## src/rtl/fp_addsub_pipe.sv

```systemverilog
// Pipelined floating-point add/subtract. Operands are registered, then pass through
// three stages: align, add, normalise/round/pack. Fixed 3-cycle latency with a global clken stall.
module fp_addsub_pipe #(
    parameter int EXP_W = 8,
    parameter int MAN_W = 23,
    parameter int TAG_W = 5
) (
    input  logic                   clk,
    input  logic                   rstn,
    input  logic                   clken,
    input  logic                   in_valid,
    input  logic [EXP_W+MAN_W:0]   ope1,
    input  logic [EXP_W+MAN_W:0]   ope2,
    input  logic                   is_neg,
    input  logic                   is_sub,
    input  logic [TAG_W-1:0]       in_tag,
    output logic                   out_valid,
    output logic [TAG_W-1:0]       out_tag,
    output logic [EXP_W+MAN_W:0]   q
);
    localparam int W   = 1 + EXP_W + MAN_W;
    localparam int XW  = MAN_W + 4;
    localparam int SW  = MAN_W + 5;
    localparam int EW2 = EXP_W + 2;
    localparam int LZW = $clog2(XW + 1);
    localparam logic [EXP_W-1:0] EXP_ONES = {EXP_W{1'b1}};
    localparam logic [EXP_W-1:0] DIFF_MAX = EXP_W'(MAN_W + 3);

    function automatic logic [LZW-1:0] lzc(input logic [XW-1:0] v);
        logic [LZW-1:0] n;
        logic           found;
        n     = {LZW{1'b0}};
        found = 1'b0;
        for (int i = XW - 1; i >= 0; i--) begin
            if (found) begin
                n = n;
            end else if (v[i]) begin
                found = 1'b1;
            end else begin
                n = n + LZW'(1);
            end
        end
        return n;
    endfunction

    logic                   s0_valid_q, s1_valid_q, s2_valid_q;
    logic [TAG_W-1:0]       s0_tag_q, s1_tag_q, s2_tag_q;
    logic [W-1:0]           s0_a_q, s0_b_q;
    logic                   s1_sign_q, s1_sub_q, s1_spec_q, s2_sign_q, s2_spec_q;
    logic [EXP_W-1:0]       s1_exp_q, s1_diff_q, s2_exp_q;
    logic [MAN_W:0]         s1_mana_q, s1_manb_q;
    logic [W-1:0]           s1_spec_val_q, s2_spec_val_q;
    logic [SW-1:0]          s2_sum_q;

    // stage 1: flush, classify, order operands by magnitude
    logic                   sa_d, sb_d, za_d, zb_d, ia_d, ib_d, swap_d, spec_d;
    logic [W-2:0]           fa_d, fb_d, big_d, small_d;
    logic [EXP_W-1:0]       diff_raw_d, diff_d;
    logic [W-1:0]           spec_val_d;

    always_comb begin
        sa_d       = s0_a_q[W-1];
        sb_d       = s0_b_q[W-1];
        za_d       = (s0_a_q[W-2:MAN_W] == {EXP_W{1'b0}});
        zb_d       = (s0_b_q[W-2:MAN_W] == {EXP_W{1'b0}});
        ia_d       = (s0_a_q[W-2:MAN_W] == EXP_ONES);
        ib_d       = (s0_b_q[W-2:MAN_W] == EXP_ONES);
        fa_d       = za_d ? {(W-1){1'b0}} : s0_a_q[W-2:0];
        fb_d       = zb_d ? {(W-1){1'b0}} : s0_b_q[W-2:0];
        swap_d     = (fb_d > fa_d);
        big_d      = swap_d ? fb_d : fa_d;
        small_d    = swap_d ? fa_d : fb_d;
        diff_raw_d = big_d[W-2:MAN_W] - small_d[W-2:MAN_W];
        diff_d     = (diff_raw_d > DIFF_MAX) ? DIFF_MAX : diff_raw_d;
        spec_d     = 1'b1;
        if (ia_d && ib_d) begin
            spec_val_d = (sa_d == sb_d) ? {sa_d, EXP_ONES, {MAN_W{1'b0}}}
                                        : {1'b0, EXP_ONES, 1'b1, {(MAN_W-1){1'b0}}};
        end else if (ia_d) begin
            spec_val_d = {sa_d, EXP_ONES, {MAN_W{1'b0}}};
        end else if (ib_d) begin
            spec_val_d = {sb_d, EXP_ONES, {MAN_W{1'b0}}};
        end else if (za_d && zb_d) begin
            spec_val_d = {sa_d & sb_d, {(W-1){1'b0}}};
        end else begin
            spec_d     = 1'b0;
            spec_val_d = {W{1'b0}};
        end
    end

    // stage 2: align the smaller mantissa with guard/round/sticky, then add or subtract
    logic [2*XW-1:0]        shw_d;
    logic [XW-1:0]          ma_ext_d, mb_ext_d;
    logic [SW-1:0]          sum_d;

    always_comb begin
        shw_d    = {s1_manb_q, 3'b000, {XW{1'b0}}} >> s1_diff_q;
        mb_ext_d = {shw_d[2*XW-1:XW+1], shw_d[XW] | (|shw_d[XW-1:0])};
        ma_ext_d = {s1_mana_q, 3'b000};
        if (s1_sub_q) begin
            sum_d = {1'b0, ma_ext_d} - {1'b0, mb_ext_d};
        end else begin
            sum_d = {1'b0, ma_ext_d} + {1'b0, mb_ext_d};
        end
    end

    // stage 3: normalise, round to nearest even, resolve overflow/underflow and pack
    logic [LZW-1:0]         lz_d;
    logic [XW-1:0]          norm_d;
    logic [EW2-1:0]         exp_n_d, exp_r_d;
    logic                   rnd_up_d;
    logic [MAN_W+1:0]       man_r_d;
    logic [MAN_W-1:0]       frac_d;
    logic [W-1:0]           q_d;

    always_comb begin
        lz_d = lzc(s2_sum_q[XW-1:0]);
        if (s2_sum_q[SW-1]) begin
            norm_d  = {s2_sum_q[SW-1:2], s2_sum_q[1] | s2_sum_q[0]};
            exp_n_d = {2'b00, s2_exp_q} + EW2'(1);
        end else begin
            norm_d  = s2_sum_q[XW-1:0] << lz_d;
            exp_n_d = {2'b00, s2_exp_q} - EW2'(lz_d);
        end
        rnd_up_d = norm_d[2] & (norm_d[1] | norm_d[0] | norm_d[3]);
        man_r_d  = {1'b0, norm_d[XW-1:3]} + {{(MAN_W+1){1'b0}}, rnd_up_d};
        exp_r_d  = man_r_d[MAN_W+1] ? (exp_n_d + EW2'(1)) : exp_n_d;
        frac_d   = man_r_d[MAN_W+1] ? man_r_d[MAN_W:1] : man_r_d[MAN_W-1:0];
        if (s2_spec_q) begin
            q_d = s2_spec_val_q;
        end else if (s2_sum_q == {SW{1'b0}}) begin
            q_d = {W{1'b0}};
        end else if (exp_n_d[EW2-1] || (exp_n_d == {EW2{1'b0}})) begin
            q_d = {s2_sign_q, {(W-1){1'b0}}};
        end else if (exp_r_d >= {2'b00, EXP_ONES}) begin
            q_d = {s2_sign_q, EXP_ONES, {MAN_W{1'b0}}};
        end else begin
            q_d = {s2_sign_q, exp_r_d[EXP_W-1:0], frac_d};
        end
    end

    // pipeline registers; clken low freezes every rank including valid bits
    always_ff @(posedge clk or negedge rstn) begin
        if (!rstn) begin
            s0_valid_q <= 1'b0; s0_tag_q <= {TAG_W{1'b0}};
            s0_a_q <= {W{1'b0}}; s0_b_q <= {W{1'b0}};
            s1_valid_q <= 1'b0; s1_tag_q <= {TAG_W{1'b0}};
            s1_sign_q <= 1'b0; s1_sub_q <= 1'b0; s1_spec_q <= 1'b0;
            s1_exp_q <= {EXP_W{1'b0}}; s1_diff_q <= {EXP_W{1'b0}};
            s1_mana_q <= {(MAN_W+1){1'b0}}; s1_manb_q <= {(MAN_W+1){1'b0}};
            s1_spec_val_q <= {W{1'b0}};
            s2_valid_q <= 1'b0; s2_tag_q <= {TAG_W{1'b0}};
            s2_sign_q <= 1'b0; s2_spec_q <= 1'b0; s2_exp_q <= {EXP_W{1'b0}};
            s2_sum_q <= {SW{1'b0}}; s2_spec_val_q <= {W{1'b0}};
            out_valid <= 1'b0; out_tag <= {TAG_W{1'b0}}; q <= {W{1'b0}};
        end else if (clken) begin
            s0_valid_q    <= in_valid;
            s0_tag_q      <= in_tag;
            s0_a_q        <= {ope1[W-1] ^ is_neg, ope1[W-2:0]};
            s0_b_q        <= {ope2[W-1] ^ is_sub, ope2[W-2:0]};
            s1_valid_q    <= s0_valid_q;
            s1_tag_q      <= s0_tag_q;
            s1_sign_q     <= swap_d ? sb_d : sa_d;
            s1_sub_q      <= sa_d ^ sb_d;
            s1_spec_q     <= spec_d;
            s1_spec_val_q <= spec_val_d;
            s1_exp_q      <= big_d[W-2:MAN_W];
            s1_diff_q     <= diff_d;
            s1_mana_q     <= {|big_d[W-2:MAN_W], big_d[MAN_W-1:0]};
            s1_manb_q     <= {|small_d[W-2:MAN_W], small_d[MAN_W-1:0]};
            s2_valid_q    <= s1_valid_q;
            s2_tag_q      <= s1_tag_q;
            s2_sign_q     <= s1_sign_q;
            s2_spec_q     <= s1_spec_q;
            s2_spec_val_q <= s1_spec_val_q;
            s2_exp_q      <= s1_exp_q;
            s2_sum_q      <= sum_d;
            out_valid     <= s2_valid_q;
            out_tag       <= s2_tag_q;
            q             <= q_d;
        end
    end
endmodule

```

## config.mk

```make
export PLATFORM = sky130hd
export DESIGN_NAME = fp_addsub_pipe
export DESIGN_NICKNAME = d
export VERILOG_FILES = /design/src/rtl/fp_addsub_pipe.sv
export SDC_FILE = /design/constraint.sdc
export NUM_CORES = 1
export LEC_CHECK = 0
export BUFFER_PORTS_ARGS = -buffer_cell sky130_fd_sc_hd__buf_4
export CAP_MARGIN = 10
export CORE_MARGIN = 2
export CORE_UTILIZATION = 58
export DETAILED_ROUTE_END_ITERATION = 12
export PLACE_DENSITY = 0.76
export SLEW_MARGIN = 10
export SYNTH_ARGS = -nofsm -noshare
export SYNTH_HDL_FRONTEND = slang
export SYNTH_SLANG_ARGS = --single-unit
```

## constraint.sdc

```tcl
create_clock -name clk -period 30 [get_ports clk]
set_input_delay 0 -clock clk [delete_from_list [all_inputs] [get_ports clk]]
set_output_delay 0 -clock clk [all_outputs]
set_load 0.05 [all_outputs]
```

# --- Word level (Yosys, flattened, before mapping) ---
# Cells that the tools add are included.
# Widths: inputs -> output; s select.
classes:
  addsub: 33
  n_mul: 0
  div_mod_pow: 0
  order_cmp: 3
  n_eq_ne: 3
  n_shift: 2
  mux: 128
  bitwise: 9
  reduce_logical: 10
ops:
  columns: ["op", "n"]
  rows:
  - ["$mux 5", 52]
  - ["$mux 32", 7]
  - ["$mux 31", 6]
  - ["$add 5x1->5 const B", 26]
  - ["$mux 1", 57]
  - ["$shr 54x8->54", 1]
  - ["$gt 31x31->1", 1]
  - ["$add 27x27->28", 1]
  - ["$logic_not 28->1", 1]
  - ["$mux 28", 1]
  - ["$sub 27x27->28", 1]
  - ["$mux 27", 1]
  - ["$reduce_or 27->1", 1]
  - ["$shl 27x5->27", 1]
  - ["$add 24x1->25", 1]
  - ["$mux 23", 1]
  - ["$mux 10", 2]
  - ["$eq 8x8->1 const B", 2]
  - ["$logic_not 8->1", 2]
  - ["$reduce_or 8->1", 2]
  - ["$add 10x1->10 const B", 1]
  - ["$ge 10x8->1 const B", 1]
  - ["$logic_not 10->1", 1]
  - ["$add 8x1->9 const B", 1]
  - ["other kinds (10)", 17]
word_totals:
  regBits: 289
  latch_bits: 0
  ramBits: 0
  romBits: 0
  input_bits: 75
  output_inout_bits: 38
  word_cells: 212
  memories: 0

# --- Depth between registers and ports, before layout ---
# Gate-level depths: netlist of run 1.
depth:
  depth_word: 91
  mapped_depth: 88
  mapped_depth_nobuf: 82

# --- Worst setup path before layout of run 1 ---
# OpenSTA, ideal clock, no wires.
synth_path:
  path_type: "flip-flop to flip-flop"
  startpoint: "reg s2_sum_q[24]"
  endpoint: "reg q[13]"
  setup_ps: 96
  arrival_time_ps: 15323
  t_required_ps: 29904
  path_slack_ps: 14581
  stages_incl_launch_ff: 83
  n_path_buf: 5
  synth_period_minus_slack_ps: 15419
  cell_sequence: "dfrtp_1 > clkbuf_1 > nor2b_1 > nor2_1 > ha_1 > nor3_1 > nor2_1 > ha_1 > nor2b_1 > o2111ai_1 > a31o_2 > ha_1 > mux2i_1 > and3_1 > a211o_1 > a31oi_1 > ha_1 > mux2i_1 > [... 47 more ...] > clkbuf_1 > clkbuf_1 > ha_1 > nor2b_1 > o21ai_0 > nand2b_1 > xnor2_1 > o21ai_0 > inv_1 > nor2_1 > nand2_1 > nor2_1 > nand4b_1 > mux2i_1 > nor2b_1 > nand2_2 > buf_6 > o32ai_2"
synth_between:
  elab_chain_cells: 86
  elab_cells_between_ends: 118
  cone_classes: "27 x add/sub; 1 x order compare; 1 x shift; 83 x mux; 3 x bitwise; 3 x reduce/logical"
synth_lines:
  columns: ["element", "line_no", "text"]
  rows:
  - ["start, declared", "53", "logic [SW-1:0] s2_sum_q;"]
  - ["start signal, assigned", "154", "s2_sum_q <= {SW{1'b0}}; s2_spec_val_q <= {W{1'b0}};"]
  - ["start signal, assigned", "177", "s2_sum_q <= sum_d;"]
  - ["$mux 5", "37", "end else if (v[i]) begin"]
  - ["$mux 5", "35", "if (found) begin"]
  - ["$add 5x1->5", "40", "n = n + LZW'(1);"]
  - ["$mux 5", "37", null]
  - ["$mux 5", "35", null]
  - ["$add 5x1->5", "40", null]
  - ["$mux 5", "37", null]
  - ["$mux 5", "35", null]
  - ["[... 70 more ...]", null, null]
  - ["$and 1x1->1", "125", "rnd_up_d = norm_d[2] & (norm_d[1] | norm_d[0] | norm_d[3]);"]
  - ["$add 24x1->25", "126", "man_r_d = {1'b0, norm_d[XW-1:3]} + {{(MAN_W+1){1'b0}}, rnd_up_d};"]
  - ["$mux 10", "127", "exp_r_d = man_r_d[MAN_W+1] ? (exp_n_d + EW2'(1)) : exp_n_d;"]
  - ["$ge 10x8->1", "135", "end else if (exp_r_d >= {2'b00, EXP_ONES}) begin"]
  - ["$mux 31", "135", null]
  - ["$mux 31", "133", "end else if (exp_n_d[EW2-1] || (exp_n_d == {EW2{1'b0}})) begin"]
  - ["$mux 32 (*)", "131", "end else if (s2_sum_q == {SW{1'b0}}) begin"]
  - ["$mux 32 (*)", "129", "if (s2_spec_q) begin"]
  - ["end signal, assigned", "180", "q <= q_d;"]
  - ["end, declared", "19", "output logic [EXP_W+MAN_W:0] q"]
# Mark *: on every way between the ends. The rest lies on a longest branch, timed or not.
# A chain may end at the register's enable or synchronous reset.

# --- Worst setup path in the final report of run 1 ---
layout_path:
  startpoint: "reg s2_sum_q[25]"
  endpoint: "reg q[9]"
layout_between:
  elab_chain_cells: 89
  elab_cells_between_ends: 122
  cone_classes: "28 x add/sub; 1 x order compare; 1 x shift; 86 x mux; 3 x bitwise; 3 x reduce/logical"
layout_lines:
  columns: ["element", "line_no"]
  rows:
  - ["$mux 5", "37"]
  - ["$mux 5", "35"]
  - ["$add 5x1->5", "40"]
  - ["$mux 5", "37"]
  - ["$mux 5", "35"]
  - ["$add 5x1->5", "40"]
  - ["$mux 5", "37"]
  - ["$mux 5", "35"]
  - ["[... 73 more ...]", null]
  - ["$and 1x1->1", "125"]
  - ["$add 24x1->25", "126"]
  - ["$mux 10", "127"]
  - ["$ge 10x8->1", "135"]
  - ["$mux 31", "135"]
  - ["$mux 31", "133"]
  - ["$mux 32 (*)", "131"]
  - ["$mux 32 (*)", "129"]
# Marked as above.

==> flow_summary.toml, run 1 <==
[run_status]
status = "complete, no violations"

[sta]
tns_ns = 0
min_period_ns = 17.65
worst_slew_pin_slew_ns = 1.05
setup_violations = 0
post-route-period-util = 0.588
slew_headroom = 0.292
skew_ns = 0.0271
rsz0062_at_grt = "false"
hold_viol_final = 0
finalMaxSlewViolations = 0
clock.fmax_mhz = 56.7

[global_route]
grt_pass1_wl_microns = 100000
track_usage = 0.323
grt_max_degree = 188
antenna_found_initial = 0
grt_overflow = 0
grt_pass1_vias = 19111

[drt]
drc = 0
drt_iter0_markers = 1438
routedWlPerCell_microns = 19.9
firstDrtPassIters = 6
drt-total-wl_microns = 61800
ant_nets = 0
via_count = 19802
vias_per_cell = 6.38

[cells_and_area]
final_layout_size_suffix_gt1_frac = 0.142
nNetsFinal = 2817
n_antenna_cell = 0
fill_cells = 2803
syn_to_final_growth_pct = 12.6
stdcell_count = 3103

[pwr]
seqPwrFrac = 0.274
powerDensity_nw_per_um2 = 78.8
p_clk_frac = 0.185
power_frac_comb = 0.541
internal-power_w = 0.000981
leakage_nw = 10.1
peakVddDrop_mv = 0.0946
sw_frac_of_total = 0.470
netSwitchingPower_w = 0.000871

[setup_path]
slowest_stage = "dfrtp_1"
crit_path_end_kind = "flip-flop"
arrival_ns = 18.10
r2r_cells = 79
critical_path_class = "flip-flop to flip-flop"
crit_fanout = 26
cp_data_required_time_ns = 30.45
crit_path_start = "s2_sum_q[25]$_DFFE_PN0P_"
slowest_delay_ns = 0.61
rr_startpoint = "s2_sum_q[25]$_DFFE_PN0P_"
crit_path_end = "q[9]$_DFFE_PN0P_"
r2r-end = "q[9]$_DFFE_PN0P_"
crit_path_frequent_cell = "ha_1"
start_kind = "flip-flop"
rrSetupSlack_ns = 12.35

[floorplan]
die_w_microns = 194
die_area_sq_um = 37500
io_pins = 113
initial_utilization = 0.588
die_h_microns = 194
fp-row-count = 69
core_sq_um = 35500

[clock_tree]
cts_buffer_depth = 3
cts_resized = 0
cts_root_buffer = "clkbuf_16"
htreeDepth = 1
clkTransAtPathRegs_ns = 0.06
cts_made_buffers = 27
worstSkewPairLatency_ns = 0.56
cts_tree = "built"
cts.sinks = 231

[synthesis]
synth_edf_count = 0
synthMostInstantiatedCell = "nor2_1"
async_flop_share = 1.00
seq_area_frac_synth = 0.277
synth_top_area_cell = "dfrtp_1"
synthTopCellsByCount = "nor2_1, dfrtp_1, nand2_1, a21oi_1, o21ai_0"
yosysWarningCount = 0
ys_top_cells_by_area = "dfrtp_1, ha_1, mux2_2"
avgSynthCellArea_sq_um = 8.16
ys.flop_type = "dfrtp_1"
synth_top_area_frac = 0.277
netlist_area_sq_um = 20900
synth_cell_type_count = 102
ys_ff_latch = 231
syn_nets = 2748
synthesis.instances = 2555

[job]
drv_cap = 0

[placement]
gp_congestion = 0.963
dp_hpwl_microns = 44200
dp_cells = 2982
portBuffers = 112

[min_path]
hp-class = "input port to asynchronous set/reset pin"
[metal layers]
metal,GRT usage,part of all wire,up-vias
met2,0.547,0.47,788
met4,0.112,0.036,0
met5,0,0,-
li1,-,-,9401
met1,0.434,0.44,9455
met3,0.0322,0.057,158
[final cells by class]
cell class / instances / area, sq um / share of cell area
flip-flops and latches: 231 / 5780 / 0.246
clock inverters: 11 / 171 / 0.00730
repair buffers: 208 / 1770 / 0.0755
inverters: 114 / 428 / 0.0182
well taps: 461 / 577 / 0.0246
multi-input cells: 2042 / 14000 / 0.596
clock buffers: 36 / 749 / 0.0319
[how the worst min path moves through the flow]
stage / endpoint / cells past startpoint
2_1_floorplan: out_tag[0]$_DFFE_PN0P_ / 0
3_3_place_gp: s0_b_q[20]$_DFFE_PN0P_ / 1
3_5_place_dp: s0_b_q[18]$_DFFE_PN0P_ / 1
4_1_cts: s0_a_q[4]$_DFFE_PN0P_ / 2
5_1_grt: s0_a_q[4]$_DFFE_PN0P_ / 2
6_report: s0_b_q[20]$_DFFE_PN0P_ / 2
[registers in the layout, summed over array words and instances (netlist names), 3 cells and up]
name / count
s2_tag_q: 5
out_tag: 5
s0_tag_q: 5
s2_sum_q: 28
s2_exp_q: 8
s2_spec_val_q: 3
s1_exp_q: 8
s0_b_q: 32
s1_manb_q: 24
s1_diff_q: 8
s0_a_q: 32
s1_mana_q: 24
s1_spec_val_q: 3
q: 32
s1_tag_q: 5
[power by group through the flow]
stage / Clock [W] / Combinational [W] / Sequential (W)
after floorplan: 0 / 0.000707 / 0.000496
after global placement: 0 / 0.000962 / 0.000505
after detailed placement: 0 / 0.000968 / 0.000507
after CTS: 0.000349 / 0.000982 / 0.000502
after global routing: 0.000362 / 0.00109 / 0.000517
final: 0.000343 / 0.00100 / 0.000507
[cell usage in the layout, fill, tap and decap left out, types with 82 or more instances in the layout]
| master | count |
|---|---|
| inv_1 | 111 |
| a21oi_1 | 207 |
| ha_1 | 116 |
| o21ai_0 | 137 |
| dfrtp_1 | 230 |
| nand3_1 | 82 |
| nand2_1 | 219 |
| mux2_2 | 121 |
| nor2_1 | 270 |
| buf_4 | 131 |
[critical path, delay by kind of cell (launching register included)]
kind / cells / cell delay (ns)
simple gates: 27 / 4.67
fa+ha+maj: 15 / 4.76
mux: 6 / 1.26
flops: 1 / 0.61
xor+xnor: 5 / 0.72
compound gates: 20 / 4.15
buf+inv: 6 / 1.34
[cells by family (layout without fill, tap and decap cells)]
family          after synthesis  count (layout)  share of synthesized area
fa+ha+maj                   122             122                     0.0734
simple gates                917             917                      0.214
xor+xnor                    125             125                     0.0599
buf+inv                     282             369                     0.0521
mux                         209             209                      0.114
flops                       231             231                      0.277
compound gates              669             669                      0.209
[metrics by stage]
stage / cell area (sq um) / worst slack [ns] / power (W) / util / hold WS, ns
2_1_floorplan: 20900 / 14.58 / 0.00120 / - / -0.296
4_1_cts: 23500 / 12.51 / 0.00183 / 0.662 / 0.132
3_3_place_gp: 21800 / 13.01 / 0.00147 / 0.615 / 0.104
5_1_grt: 23500 / 10.50 / 0.00197 / 0.662 / 0.198
3_5_place_dp: 21800 / 12.57 / 0.00147 / 0.615 / 0.115
6_report: 23500 / 12.35 / 0.00185 / 0.662 / 0.133
[what timing repair did]
item / 4_1_cts / 5_1_grt
hold endpoints to repair: 181 / 0
buffers inserted: 0 / 0
hold buffers: 74 / 0
(Power assumes the default switching activity.)
==> inputs of run 2 (changes only) <==
Settings changed: CORE_UTILIZATION 58 to 57, PLACE_DENSITY 0.76 to 0.78.
Clock period 30 ns to 16.2 ns, I/O delays scaled along.
==> run 2 against run 1 <==
- final cell count is 1.7% higher
- first-iteration DRC count increased by 23%
- sequential power increased by 85%
- total power up 91%
- sequential share of layout area down 0.49 points
- clock power is 78% higher
- combinational power grew 98%
- register-to-register slack got worse by 11 ns
- fmax increased by 15%
- global-route usage increased by 0.79 points
- count of clock-buffer cells in the layout shrank 7
- die area increased by 1.7%
- critical path type unchanged
- critical endpoint is now q[5]$_DFFE_PN0P_
- highest routed layer unchanged
==> flow_summary.toml, run 2 (synthesis gave the netlist of run 1 again) <==
[clock_tree]
cts_tree = "built"
clkTransAtPathRegs_ns = 0.07
htreeDepth = 1
cts.sinks = 231
worstSkewPairLatency_ns = 0.54
cts_buffer_depth = 3
cts_made_buffers = 24
cts_root_buffer = "clkbuf_16"

[floorplan]
core_sq_um = 36300
initial_utilization = 0.574
die_h_microns = 195
io_pins = 113
fp-row-count = 70
die_area_sq_um = 38100
die_w_microns = 195

[drt]
vias_per_cell = 6.47
drt-total-wl_microns = 64300
firstDrtPassIters = 8
routedWlPerCell_microns = 20.4
via_count = 20406
drc = 0
drt_iter0_markers = 1769
ant_nets = 0

[sta]
tns_ns = 0
finalMaxSlewViolations = 0
clock.fmax_mhz = 65.2
min_period_ns = 15.34
hold_viol_final = 0
holdWs_ns = 0.110
post-route-period-util = 0.947
slew_headroom = 0.326
skew_ns = 0.0147
setup_violations = 0
worst_slew_pin_slew_ns = 1.01

[setup_path]
crit_fanout = 10
crit_path_frequent_cell = "ha_1"
critical_path_class = "flip-flop to flip-flop"
start_kind = "flip-flop"
crit_path_end_kind = "flip-flop"
slowest_delay_ns = 0.63
cp_data_required_time_ns = 16.63
slowest_stage = "or4b_2"
arrival_ns = 15.77

[run_status]
status = "complete, no violations"

[pwr]
power.total_w = 0.00353
powerDensity_nw_per_um2 = 147
peakVddDrop_mv = 0.103
leakage_nw = 10.4

[cells_and_area]
fill_cells = 2876
stdcell_count = 3156
syn_to_final_growth_pct = 14.9
final_layout_size_suffix_gt1_frac = 0.166
finalCoreUtilization = 0.659
nNetsFinal = 2863
mostFrequentLayoutCell = "nor2_1"
final_cell_mix = "nor2_1, dfrtp_1, nand2_1"
n_antenna_cell = 0
reg_top3 = "q (32), s0_a_q (32), s0_b_q (32)"

[global_route]
grt_overflow = 0
use_met1 = 0.433
gr-usage-met2 = 0.557
antenna_found_initial = 0
grt_pass1_wl_microns = 104000
grt_pass1_vias = 19646
grt_max_degree = 189
track_usage = 0.331
grtUsageMet3 = 0.0411
busiest_layer = "met2"

[job]
drv_cap = 0

[placement]
dp_hpwl_microns = 44800
portBuffers = 112
dp_cells = 3028
gp_congestion = 1.02

[min_path]
hp-class = "input port to asynchronous set/reset pin"
## run 2: critical path: cells and delay by family (launching register included)
kind	cells	cell delay, ns
compound gates	21	4.22
fa+ha+maj	14	4.18
mux	5	0.84
xor+xnor	4	0.69
flops	1	0.37
buf+inv	4	0.62
simple gates	27	4.25
## run 2: report_power, final
group	internal, W	total [W]	switching, W
clock	0.000369	0.000611	0.000242
combinational	0.000780	0.00198	0.00120
sequential	0.000705	0.000936	0.000231
total	0.00185	0.00353	0.00167
## run 2: final cells by class
cell class / count / area [sq um] / share of cell area
Clock buffer: 29 / 651 / 0.0271
Clock inverter: 15 / 219 / 0.00914
Timing Repair Buffer: 256 / 2150 / 0.0896
Multi-Input combinational cell: 2043 / 14200 / 0.591
Tap cell: 468 / 586 / 0.0244
Sequential cell: 231 / 5780 / 0.241
Inverter: 114 / 428 / 0.0179
## run 2: repair_timing
item | in CTS | in global routing
gates cloned | 0 | 1
setup endpoints to repair | 2 | 31
gates resized for setup | 1 | 33
setup buffers | 0 | 9
hold endpoints to repair | 190 | 0
pin swaps | 0 | 5
hold buffers | 74 | 0
## run 2: per-layer routing
| layer | up-vias | wire length, microns |
|---|---|---|
| li1 | 9483 | - |
| met5 | - | 0 |
| met4 | 0 | 2860 |
| met1 | 9778 | 26800 |
| met3 | 213 | 4570 |
| met2 | 932 | 30100 |
## run 2: worst paths after layout
check	startpoint	end	slack [ns]	depth (start not counted)
max reg2reg	s2_sum_q[25]$_DFFE_PN0P_	q[5]$_DFFE_PN0P_	0.86	75
max in group asynchronous	rstn	s2_sum_q[26]$_DFFE_PN0P_	14.76	3
min reg2reg	s1_exp_q[5]$_DFFE_PN0P_	s2_exp_q[5]$_DFFE_PN0P_	0.49	2
max	s2_sum_q[25]$_DFFE_PN0P_	q[5]$_DFFE_PN0P_	0.86	75
min	rstn	s0_b_q[21]$_DFFE_PN0P_	0.11	2
min in group clk	ope1[19]	s0_a_q[19]$_DFFE_PN0P_	0.23	3
## run 2: metrics by stage
| stage | worst slack, ns | area (sq um) |
|---|---|---|
| 2_1_floorplan | 0.781 | 20900 |
| 3_3_place_gp | 0.580 | 22100 |
| 3_5_place_dp | 0.0552 | 22100 |
| 4_1_cts | 0.118 | 23700 |
| 5_1_grt | -0.113 | 24000 |
| 6_report | 0.857 | 24000 |
